### src/rtl/dma_controller_pkg.sv
// rtl/dma_controller_pkg.sv - shared types and constants for the DMA channel CSR block
//
// Purpose: register codes, CCR/ISR bit offsets, the CCR field struct and the
//          transfer-size helper used by dma_channel_csr and dma_channel_ctx.
// Ports:   none (package).
package dma_controller_pkg;

   localparam int CH_REG_STRIDE = 8;
   localparam int CCR_W         = 15;

   // CSR register codes inside one channel window
   localparam logic [2:0] REG_ISR   = 3'd0;
   localparam logic [2:0] REG_IFCR  = 3'd1;
   localparam logic [2:0] REG_CCR   = 3'd2;
   localparam logic [2:0] REG_CNDTR = 3'd3;
   localparam logic [2:0] REG_CPAR  = 3'd4;
   localparam logic [2:0] REG_CMAR  = 3'd5;

   // ISR flag offsets; IFCR clear bits reuse the same offsets
   localparam int FLG_GIF = 0;
   localparam int FLG_TC  = 1;
   localparam int FLG_HT  = 2;
   localparam int FLG_TE  = 3;

   // CCR bit offsets
   localparam int CCR_EN      = 0;
   localparam int CCR_TCIE    = 1;
   localparam int CCR_HTIE    = 2;
   localparam int CCR_TEIE    = 3;
   localparam int CCR_DIR     = 4;
   localparam int CCR_CIRC    = 5;
   localparam int CCR_PINC    = 6;
   localparam int CCR_MINC    = 7;
   localparam int CCR_PSIZE   = 8;
   localparam int CCR_MSIZE   = 10;
   localparam int CCR_PL      = 12;
   localparam int CCR_MEM2MEM = 14;

   typedef enum logic [1:0] {
      SZ8  = 2'b00,
      SZ16 = 2'b01,
      SZ32 = 2'b10
   } size_e;

   // Field order matches the CCR bit offsets above (MSB first)
   typedef struct packed {
      logic       mem2mem;
      logic [1:0] pl;
      logic [1:0] msize;
      logic [1:0] psize;
      logic       minc;
      logic       pinc;
      logic       circ;
      logic       dir;
      logic       teie;
      logic       htie;
      logic       tcie;
      logic       en;
   } ccr_t;

   // Address step in bytes; the reserved code 11 behaves like 32-bit
   function automatic logic [2:0] size_bytes(input logic [1:0] sz);
      case (size_e'(sz))
         SZ8:     return 3'd1;
         SZ16:    return 3'd2;
         default: return 3'd4;
      endcase
   endfunction

endpackage

### src/rtl/dma_channel_ctx.sv
// rtl/dma_channel_ctx.sv - one DMA channel: CCR/CNDTR/CPAR/CMAR, live counters, flags, irq
//
// Purpose: holds a single channel's programmed registers, the live remaining
//          count and current addresses, and the TC/HT/TE flags with irq.
// Ports:
//   clk, rst_n              clock, async active-low reset
//   i_wdata                 CSR write data
//   i_wr_ccr/cndtr/cpar/cmar/ifcr  decoded write strobes for this channel
//   i_done, i_err           engine beat-complete / bus-error pulses
//   o_ccr                   live CCR
//   o_ndt                   live remaining count
//   o_cpar, o_cmar          programmed addresses
//   o_paddr, o_maddr        current addresses
//   o_isr                   {TEIF, HTIF, TCIF, GIF}
//   o_irq                   registered interrupt
module dma_channel_ctx
   import dma_controller_pkg::*;
#(
   parameter int ADDR_W = 32,
   parameter int NDT_W  = 16,
   parameter int DATA_W = 32
) (
   input  logic              clk,
   input  logic              rst_n,
   input  logic [DATA_W-1:0] i_wdata,
   input  logic              i_wr_ccr,
   input  logic              i_wr_cndtr,
   input  logic              i_wr_cpar,
   input  logic              i_wr_cmar,
   input  logic              i_wr_ifcr,
   input  logic              i_done,
   input  logic              i_err,
   output ccr_t              o_ccr,
   output logic [NDT_W-1:0]  o_ndt,
   output logic [ADDR_W-1:0] o_cpar,
   output logic [ADDR_W-1:0] o_cmar,
   output logic [ADDR_W-1:0] o_paddr,
   output logic [ADDR_W-1:0] o_maddr,
   output logic [3:0]        o_isr,
   output logic              o_irq
);

   ccr_t              r_ccr,   w_ccr_n;
   logic [NDT_W-1:0]  r_cndtr, w_cndtr_n;
   logic [NDT_W-1:0]  r_ndt,   w_ndt_n;
   logic [ADDR_W-1:0] r_cpar,  w_cpar_n;
   logic [ADDR_W-1:0] r_cmar,  w_cmar_n;
   logic [ADDR_W-1:0] r_paddr, w_paddr_n;
   logic [ADDR_W-1:0] r_maddr, w_maddr_n;
   logic              r_tcif, r_htif, r_teif, r_irq;
   logic              w_tc_set, w_ht_set, w_te_set;
   logic              w_tc_clr, w_ht_clr, w_te_clr;
   logic [NDT_W-1:0]  w_ndt_dec;

   always_comb begin
      w_ccr_n   = r_ccr;
      w_cndtr_n = r_cndtr;
      w_ndt_n   = r_ndt;
      w_cpar_n  = r_cpar;
      w_cmar_n  = r_cmar;
      w_paddr_n = r_paddr;
      w_maddr_n = r_maddr;
      w_tc_set  = 1'b0;
      w_ht_set  = 1'b0;
      w_te_set  = 1'b0;
      w_ndt_dec = r_ndt - 1'b1;

      if (r_ccr.en) begin
         if (i_err) begin
            // error wins over a simultaneous done: counters stay frozen
            w_te_set   = 1'b1;
            w_ccr_n.en = 1'b0;
         end else if (i_done) begin
            w_ndt_n = w_ndt_dec;
            if (r_ccr.pinc) w_paddr_n = r_paddr + ADDR_W'(size_bytes(r_ccr.psize));
            if (r_ccr.minc) w_maddr_n = r_maddr + ADDR_W'(size_bytes(r_ccr.msize));
            if ((w_ndt_dec == (r_cndtr >> 1)) && (r_cndtr != NDT_W'(1))) w_ht_set = 1'b1;
            if (w_ndt_dec == '0) begin
               w_tc_set = 1'b1;
               if (r_ccr.circ) begin
                  w_ndt_n   = r_cndtr;
                  w_paddr_n = r_cpar;
                  w_maddr_n = r_cmar;
               end else begin
                  w_ccr_n.en = 1'b0;
               end
            end
         end
         // while running only EN is writable
         if (i_wr_ccr && !i_wdata[CCR_EN]) w_ccr_n.en = 1'b0;
      end else begin
         if (i_wr_ccr) begin
            w_ccr_n = ccr_t'(i_wdata[CCR_W-1:0]);
            if (i_wdata[CCR_EN]) begin
               if (r_cndtr == '0) begin
                  w_ccr_n.en = 1'b0;
               end else begin
                  w_ndt_n   = r_cndtr;
                  w_paddr_n = r_cpar;
                  w_maddr_n = r_cmar;
               end
            end
         end
         if (i_wr_cndtr) begin
            w_cndtr_n = i_wdata[NDT_W-1:0];
            w_ndt_n   = i_wdata[NDT_W-1:0];
         end
         if (i_wr_cpar) w_cpar_n = i_wdata[ADDR_W-1:0];
         if (i_wr_cmar) w_cmar_n = i_wdata[ADDR_W-1:0];
      end

      // CGIF clears every flag of the channel
      w_tc_clr = i_wr_ifcr & (i_wdata[FLG_GIF] | i_wdata[FLG_TC]);
      w_ht_clr = i_wr_ifcr & (i_wdata[FLG_GIF] | i_wdata[FLG_HT]);
      w_te_clr = i_wr_ifcr & (i_wdata[FLG_GIF] | i_wdata[FLG_TE]);
   end

   always_ff @(posedge clk or negedge rst_n) begin
      if (!rst_n) begin
         r_ccr   <= '0;
         r_cndtr <= '0;
         r_ndt   <= '0;
         r_cpar  <= '0;
         r_cmar  <= '0;
         r_paddr <= '0;
         r_maddr <= '0;
         r_tcif  <= 1'b0;
         r_htif  <= 1'b0;
         r_teif  <= 1'b0;
         r_irq   <= 1'b0;
      end else begin
         r_ccr   <= w_ccr_n;
         r_cndtr <= w_cndtr_n;
         r_ndt   <= w_ndt_n;
         r_cpar  <= w_cpar_n;
         r_cmar  <= w_cmar_n;
         r_paddr <= w_paddr_n;
         r_maddr <= w_maddr_n;
         // a hardware set in the same cycle as a clear keeps the flag
         r_tcif  <= (r_tcif & ~w_tc_clr) | w_tc_set;
         r_htif  <= (r_htif & ~w_ht_clr) | w_ht_set;
         r_teif  <= (r_teif & ~w_te_clr) | w_te_set;
         r_irq   <= (r_tcif & r_ccr.tcie) | (r_htif & r_ccr.htie) | (r_teif & r_ccr.teie);
      end
   end

   assign o_ccr   = r_ccr;
   assign o_ndt   = r_ndt;
   assign o_cpar  = r_cpar;
   assign o_cmar  = r_cmar;
   assign o_paddr = r_paddr;
   assign o_maddr = r_maddr;
   assign o_isr   = {r_teif, r_htif, r_tcif, (r_tcif | r_htif | r_teif)};
   assign o_irq   = r_irq;

endmodule

### src/rtl/dma_channel_csr.sv
// rtl/dma_channel_csr.sv - multi-channel DMA CSR block: decode, read mux, channel contexts, arbiter
//
// Purpose: decodes {channel, reg} CSR accesses, instantiates one dma_channel_ctx
//          per channel and arbitrates enabled requesting channels by priority.
// Build option: DMA_RR_ARB_EN - equal-priority ties resolved round-robin after
//          the last granted channel; otherwise the lowest channel index wins.
// Ports:
//   clk, rst_n          clock, async active-low reset
//   i_csr_addr          {channel, reg[2:0]}
//   i_csr_wr, i_csr_rd  write / read strobes
//   i_csr_wdata         write data
//   o_csr_rdata         read data, valid with o_csr_rvalid (1 cycle after read)
//   i_req               per-channel peripheral request
//   i_xfer_done         per-channel beat-complete pulse
//   i_xfer_err          per-channel bus-error pulse
//   o_grant             registered one-hot grant
//   o_cur_paddr/maddr   current addresses, channel i at [i*ADDR_W +: ADDR_W]
//   o_cur_ccr           live CCR, channel i at [i*15 +: 15]
//   o_irq               per-channel interrupt
module dma_channel_csr
   import dma_controller_pkg::*;
#(
   parameter int CH_NUM = 4,
   parameter int ADDR_W = 32,
   parameter int NDT_W  = 16,
   parameter int DATA_W = 32
) (
   input  logic                       clk,
   input  logic                       rst_n,
   input  logic [$clog2(CH_NUM)+2:0]  i_csr_addr,
   input  logic                       i_csr_wr,
   input  logic                       i_csr_rd,
   input  logic [DATA_W-1:0]          i_csr_wdata,
   output logic [DATA_W-1:0]          o_csr_rdata,
   output logic                       o_csr_rvalid,
   input  logic [CH_NUM-1:0]          i_req,
   input  logic [CH_NUM-1:0]          i_xfer_done,
   input  logic [CH_NUM-1:0]          i_xfer_err,
   output logic [CH_NUM-1:0]          o_grant,
   output logic [CH_NUM*ADDR_W-1:0]   o_cur_paddr,
   output logic [CH_NUM*ADDR_W-1:0]   o_cur_maddr,
   output logic [CH_NUM*CCR_W-1:0]    o_cur_ccr,
   output logic [CH_NUM-1:0]          o_irq
);

   localparam int AW   = $clog2(CH_NUM) + 3;
   localparam int CH_W = (CH_NUM > 1) ? $clog2(CH_NUM) : 1;

   logic [AW-1:0]     w_csr_ch;
   logic [2:0]        w_reg;
   logic [CH_NUM-1:0] w_hit;
   logic [CH_NUM-1:0] w_cand;
   logic [CH_NUM-1:0] w_tie;
   logic [CH_NUM-1:0] w_pick;
   logic [CH_W-1:0]   w_pick_idx;
   logic              w_found;
   logic [1:0]        w_max_pl;
   logic              w_rearb;
   logic [DATA_W-1:0] w_rd_val;

   ccr_t              w_ccr   [CH_NUM];
   logic [NDT_W-1:0]  w_ndt   [CH_NUM];
   logic [ADDR_W-1:0] w_cpar  [CH_NUM];
   logic [ADDR_W-1:0] w_cmar  [CH_NUM];
   logic [ADDR_W-1:0] w_paddr [CH_NUM];
   logic [ADDR_W-1:0] w_maddr [CH_NUM];
   logic [3:0]        w_isr   [CH_NUM];

   logic [DATA_W-1:0] r_rdata;
   logic              r_rvalid;
   logic [CH_NUM-1:0] r_grant;

   // channel numbers at or above CH_NUM match no context, so they read 0
   assign w_csr_ch = i_csr_addr >> 3;
   assign w_reg    = i_csr_addr[2:0];

   for (genvar g = 0; g < CH_NUM; g++) begin : g_ch
      assign w_hit[g] = (w_csr_ch == AW'(g));

      dma_channel_ctx #(
         .ADDR_W (ADDR_W),
         .NDT_W  (NDT_W),
         .DATA_W (DATA_W)
      ) u_ctx (
         .clk        (clk),
         .rst_n      (rst_n),
         .i_wdata    (i_csr_wdata),
         .i_wr_ccr   (i_csr_wr & w_hit[g] & (w_reg == REG_CCR)),
         .i_wr_cndtr (i_csr_wr & w_hit[g] & (w_reg == REG_CNDTR)),
         .i_wr_cpar  (i_csr_wr & w_hit[g] & (w_reg == REG_CPAR)),
         .i_wr_cmar  (i_csr_wr & w_hit[g] & (w_reg == REG_CMAR)),
         .i_wr_ifcr  (i_csr_wr & w_hit[g] & (w_reg == REG_IFCR)),
         .i_done     (i_xfer_done[g]),
         .i_err      (i_xfer_err[g]),
         .o_ccr      (w_ccr[g]),
         .o_ndt      (w_ndt[g]),
         .o_cpar     (w_cpar[g]),
         .o_cmar     (w_cmar[g]),
         .o_paddr    (w_paddr[g]),
         .o_maddr    (w_maddr[g]),
         .o_isr      (w_isr[g]),
         .o_irq      (o_irq[g])
      );

      // memory-to-memory channels request for as long as they are enabled
      assign w_cand[g] = w_ccr[g].en & (i_req[g] | w_ccr[g].mem2mem);

      assign o_cur_paddr[g*ADDR_W +: ADDR_W] = w_paddr[g];
      assign o_cur_maddr[g*ADDR_W +: ADDR_W] = w_maddr[g];
      assign o_cur_ccr[g*CCR_W +: CCR_W]     = w_ccr[g];
   end

   always_comb begin
      w_rd_val = '0;
      for (int i = 0; i < CH_NUM; i++) begin
         if (w_hit[i]) begin
            case (w_reg)
               REG_ISR:   w_rd_val = DATA_W'(w_isr[i]);
               REG_CCR:   w_rd_val = DATA_W'(w_ccr[i]);
               REG_CNDTR: w_rd_val = DATA_W'(w_ndt[i]);
               REG_CPAR:  w_rd_val = DATA_W'(w_cpar[i]);
               REG_CMAR:  w_rd_val = DATA_W'(w_cmar[i]);
               default:   w_rd_val = '0;
            endcase
         end
      end
   end

   always_ff @(posedge clk or negedge rst_n) begin
      if (!rst_n) begin
         r_rdata  <= '0;
         r_rvalid <= 1'b0;
      end else begin
         r_rdata  <= i_csr_rd ? w_rd_val : '0;
         r_rvalid <= i_csr_rd;
      end
   end

   // keep the current grant until its beat ends or it stops being a candidate
   assign w_rearb = (r_grant == '0) || ((r_grant & (i_xfer_done | i_xfer_err)) != '0) ||
                    ((r_grant & ~w_cand) != '0);

`ifdef DMA_RR_ARB_EN
   logic [CH_W-1:0] r_last;
   logic [CH_W-1:0] w_idx;
`endif

   always_comb begin
      w_max_pl   = 2'd0;
      w_tie      = '0;
      w_pick     = '0;
      w_pick_idx = '0;
      w_found    = 1'b0;
      for (int i = 0; i < CH_NUM; i++) begin
         if (w_cand[i] && (w_ccr[i].pl > w_max_pl)) w_max_pl = w_ccr[i].pl;
      end
      for (int i = 0; i < CH_NUM; i++) begin
         w_tie[i] = w_cand[i] && (w_ccr[i].pl == w_max_pl);
      end
`ifdef DMA_RR_ARB_EN
      w_idx = '0;
      // scan starts one past the last granted channel and wraps
      for (int k = 1; k <= CH_NUM; k++) begin
         w_idx = CH_W'((int'(r_last) + k) % CH_NUM);
         if (!w_found && w_tie[w_idx]) begin
            w_found    = 1'b1;
            w_pick_idx = w_idx;
         end
      end
`else
      for (int i = 0; i < CH_NUM; i++) begin
         if (!w_found && w_tie[i]) begin
            w_found    = 1'b1;
            w_pick_idx = CH_W'(i);
         end
      end
`endif
      if (w_found) w_pick[w_pick_idx] = 1'b1;
   end

   always_ff @(posedge clk or negedge rst_n) begin
      if (!rst_n) begin
         r_grant <= '0;
      end else if (w_rearb) begin
         r_grant <= w_pick;
      end
   end

`ifdef DMA_RR_ARB_EN
   always_ff @(posedge clk or negedge rst_n) begin
      if (!rst_n) begin
         r_last <= '0;
      end else if (w_rearb && w_found) begin
         r_last <= w_pick_idx;
      end
   end
`endif

   assign o_csr_rdata  = r_rdata;
   assign o_csr_rvalid = r_rvalid;
   assign o_grant      = r_grant;

endmodule
### config.mk
export PLATFORM = sky130hd
export DESIGN_NAME = dma_channel_csr
export DESIGN_NICKNAME = d
export VERILOG_FILES = /design/src/rtl/dma_controller_pkg.sv /design/src/rtl/dma_channel_ctx.sv /design/src/rtl/dma_channel_csr.sv
export SDC_FILE = /design/constraint.sdc
export NUM_CORES = 2
export LEC_CHECK = 0
export BUFFER_PORTS_ARGS = -buffer_cell sky130_fd_sc_hd__buf_2
export CORE_AREA = 4 4 317 319
export CTS_CLUSTER_SIZE = 30
export DETAILED_ROUTE_END_ITERATION = 8
export DIE_AREA = 0 0 321 323
export PLACE_DENSITY = 0.65
export SETUP_SLACK_MARGIN = 0.5
export SYNTH_ARGS = -nofsm -noshare
export SYNTH_HDL_FRONTEND = slang
export SYNTH_SLANG_ARGS = --single-unit
### constraint.sdc
create_clock -name clk -period 5.87 [get_ports clk]
set_input_delay 0.587 -clock clk [delete_from_list [all_inputs] [get_ports clk]]
set_output_delay 0.587 -clock clk [all_outputs]
set_load 0.01 [all_outputs]
==> out/summary.txt <==
fin crit share: 0.882
Slew Viols, Final: 0
Post-Syn Area: 0.0436 mm²
final wirelength: 176,000 µm
FFs w/ async S/R, synth: 1.00
crit path DAT: 5.72 ns
I/O pin total: 410
Overflow after GRT: 0
final-report hold violation count: 0
Clock Path Buffers: 3
status: finished clean
yosys warns: 0
post-route ant nets: 0
Worst setup SP type: register
chip height: 323 µm
Max-Cap Viols: 0
part of the Yosys area used for sequential elements: 0.432
Die Wd: 321 µm
CTS tree: done
core footprint: 0.0978 mm²
Crit Path Max Fanout: 5
number of global-route vias before repair: 38,009
Synth Area per Inst: 9.53 µm²
Non-Filler Instances: 6,163
Worst-path clk slew: 0.06 ns
FMAX: 193 MHz
post-placement cell count: 5,998
Main synth FF type: dfrtp_1
Synth cell types: 104
Final Util: 0.508
Clock Skews: 0.0271 ns
number of synthesized flops with an enable pin: 0
TritonCTS buffer count: 85
Fillers: 9,040
most common cell after layout, fill and taps aside: dfrtp_1
minimum clock period: 5.18 ns
most frequent cells in the layout: 753 x dfrtp_1, 418 x nand2_1, 407 x buf_2, 380 x mux2_2, 320 x nand3_1
crit path kind: reg2reg
Root Driver: clkbuf_16
maximum vdd drop: 211 µV
via/cell ratio: 6.58
worst-skew pair later-pin latency: 0.67 ns
DRC errors left: 0
routability-driven placement congestion ratio: 1.01
pin count of the biggest net entering global routing: 150
via count: 40,566
final setup TNS: 0 ns
pwr dens: 373 mW/mm²
Worst Path Required: 6.41 ns
global-route usage over all layers: 0.328
syn nets: 4,678
PortBufs: 409
per-cell routed wire length: 28.5 µm
RSZ-0062 raised after global routing: false
initial core utilization: 0.446
Initial DRT Pass Iterations: 6
Hold WC Path Type: in2reg
total power: 18.5 mW
# clock sinks: 753
# setup viols final: 0
Rows: 115
layout cells sized above 1: 0.225
Rel. slew slack: 0.216
#FFs+latches synth: 753
H-tree depth: 3
Area Overhead vs Synth: 13.8%
Die ar.: 0.104 mm²
Nets: 4,899
first-pass GRT wire length: 257,000 µm
Iter 0 DRT Violations: 5,499
hpwl dp: 125,000 µm
number of antenna violations at the first check in global routing: 27
Pleak: 21.3 nW
endpoint class of the critical path: register
Post-Syn Instances: 4,579
Slew @ Worst Pin: 1.16 ns
## layout make-up
| cell class | instances | area, µm² | share of cell area |
|---|---|---|---|
| Multi-Input combinational cell | 3334 | 23000 | 0.462 |
| Sequential cell | 753 | 18800 | 0.379 |
| Timing Repair Buffer | 506 | 2880 | 0.0579 |
| Clock buffer | 118 | 2370 | 0.0478 |
| Tap cell | 1287 | 1610 | 0.0324 |
| Clock inverter | 35 | 519 | 0.0105 |
| Inverter | 120 | 450 | 0.00907 |
| Antenna cell | 10 | 25.0 | 0.000504 |
## worst max-delay path, cell delays in order (launching register included)
cell,delay (ns)
dfrtp_1,0.45
o21a_4,0.22
and2_1,0.21
inv_1,0.09
ha_1,0.35
nand2b_1,0.12
a221o_1,0.38
a21oi_2,0.21
ha_1,0.26
nor2b_1,0.15
o211ai_1,0.23
nor2_1,0.13
or2_2,0.32
ha_1,0.29
nor2b_1,0.15
o211ai_1,0.38
o21ai_0,0.18
o22ai_2,0.21
xnor2_1,0.10
or3_1,0.34
a32o_1,0.27
## synth_stat cells (all sizes together) (27+ instances only)
cell type    n  share of area
ha          38          0.011
a22oi      108          0.019
nor3       104          0.012
nor2       193          0.017
and3        80          0.011
mux2       383          0.099
a221o       35         0.0080
o211ai      44         0.0077
o22ai       31         0.0044
a221oi      34         0.0070
nand4      140          0.020
nand3      320          0.037
o21ai      292          0.034
or3         31         0.0046
mux2i      100          0.023
nor4        79          0.012
xnor2       76          0.015
or4         94          0.016
clkbuf     260          0.022
xor2        48         0.0096
o22a        34         0.0068
a21boi      33         0.0057
o2bb2ai     35         0.0070
inv        120          0.010
buf        112          0.013
a21oi      158          0.018
nand2      423          0.036
nor2b       27         0.0039
dfrtp      753           0.43
## registers in the layout, summed over array words and instances, names as in the netlist
register	cells
g_ch.u_ctx.o_cpar	128
g_ch.u_ctx.r_cndtr	64
g_ch.u_ctx.r_teif	4
g_ch.u_ctx.o_paddr	128
o_grant	4
o_csr_rvalid	1
o_csr_rdata	32
g_ch.u_ctx.o_ndt	64
g_ch.u_ctx.r_htif	4
g_ch.u_ctx.r_tcif	4
g_ch.u_ctx.o_maddr	128
g_ch.u_ctx.o_cmar	128
g_ch.u_ctx.o_ccr	60
g_ch.u_ctx.o_irq	4
## power breakdown
part / switching (mW) / leakage, nW / internal, mW
Clock: 2.31 / 1.41 / 3.36
Sequential: 1.91 / 9.34 / 6.35
Combinational: 2.54 / 10.6 / 2.07
Total: 6.76 / 21.3 / 11.8
## routing by layer
layer / part of all wire / GRT usage / vias up / wire, µm
met5: 0.00050 / 0 / - / 88
met3: 0.12 / 0.0937 / 383 / 20400
met1: 0.41 / 0.457 / 20394 / 71700
li1: - / - / 17604 / -
met4: 0.051 / 0.151 / 14 / 8900
met2: 0.42 / 0.473 / 2171 / 74500
## final timing paths
kind                                           from                         to  slack, ns  cells past startpoint
max                         g_ch[0].u_ctx.o_ccr[14]                 o_grant[2]       0.69                     20
min                                        i_csr_rd               o_csr_rvalid       0.12                      1
max reg2reg                 g_ch[0].u_ctx.o_ccr[14]                 o_grant[2]       0.69                     20
min reg2reg                g_ch[2].u_ctx.o_paddr[9]   g_ch[2].u_ctx.o_paddr[9]       0.50                      1
max in group asynchronous                     rst_n     g_ch[3].u_ctx.o_ndt[8]       3.88                      3
min in group asynchronous                     rst_n  g_ch[2].u_ctx.o_paddr[24]       0.59                      2
## cell families after synthesis
| group | Yosys count | synth area share |
|---|---|---|
| fa+ha+maj | 46 | 0.0146 |
| compound gates | 1052 | 0.166 |
| simple gates | 1626 | 0.194 |
| xor+xnor | 124 | 0.0249 |
| buf+inv | 492 | 0.0454 |
| mux | 486 | 0.123 |
| flops | 753 | 0.432 |
## through the flow
stage               setup WS [ns]  instance area [µm²]  hold WS, ns
finish                      0.693                49700        0.119
global route                0.494                49700        0.104
CTS                         0.564                49600       0.0913
detailed placement          0.353                46700        0.488
global placement            0.299                46700        0.490
floorplan                   0.842                43600        0.291
## repair_timing
action                     4_1_cts  5_1_grt
hold buffers                     1        0
setup endpoints to repair        0        4
resized for setup                0        8
buffers inserted                 0        1
hold endpoints to repair        45        0
(Power assumes the default switching activity.)
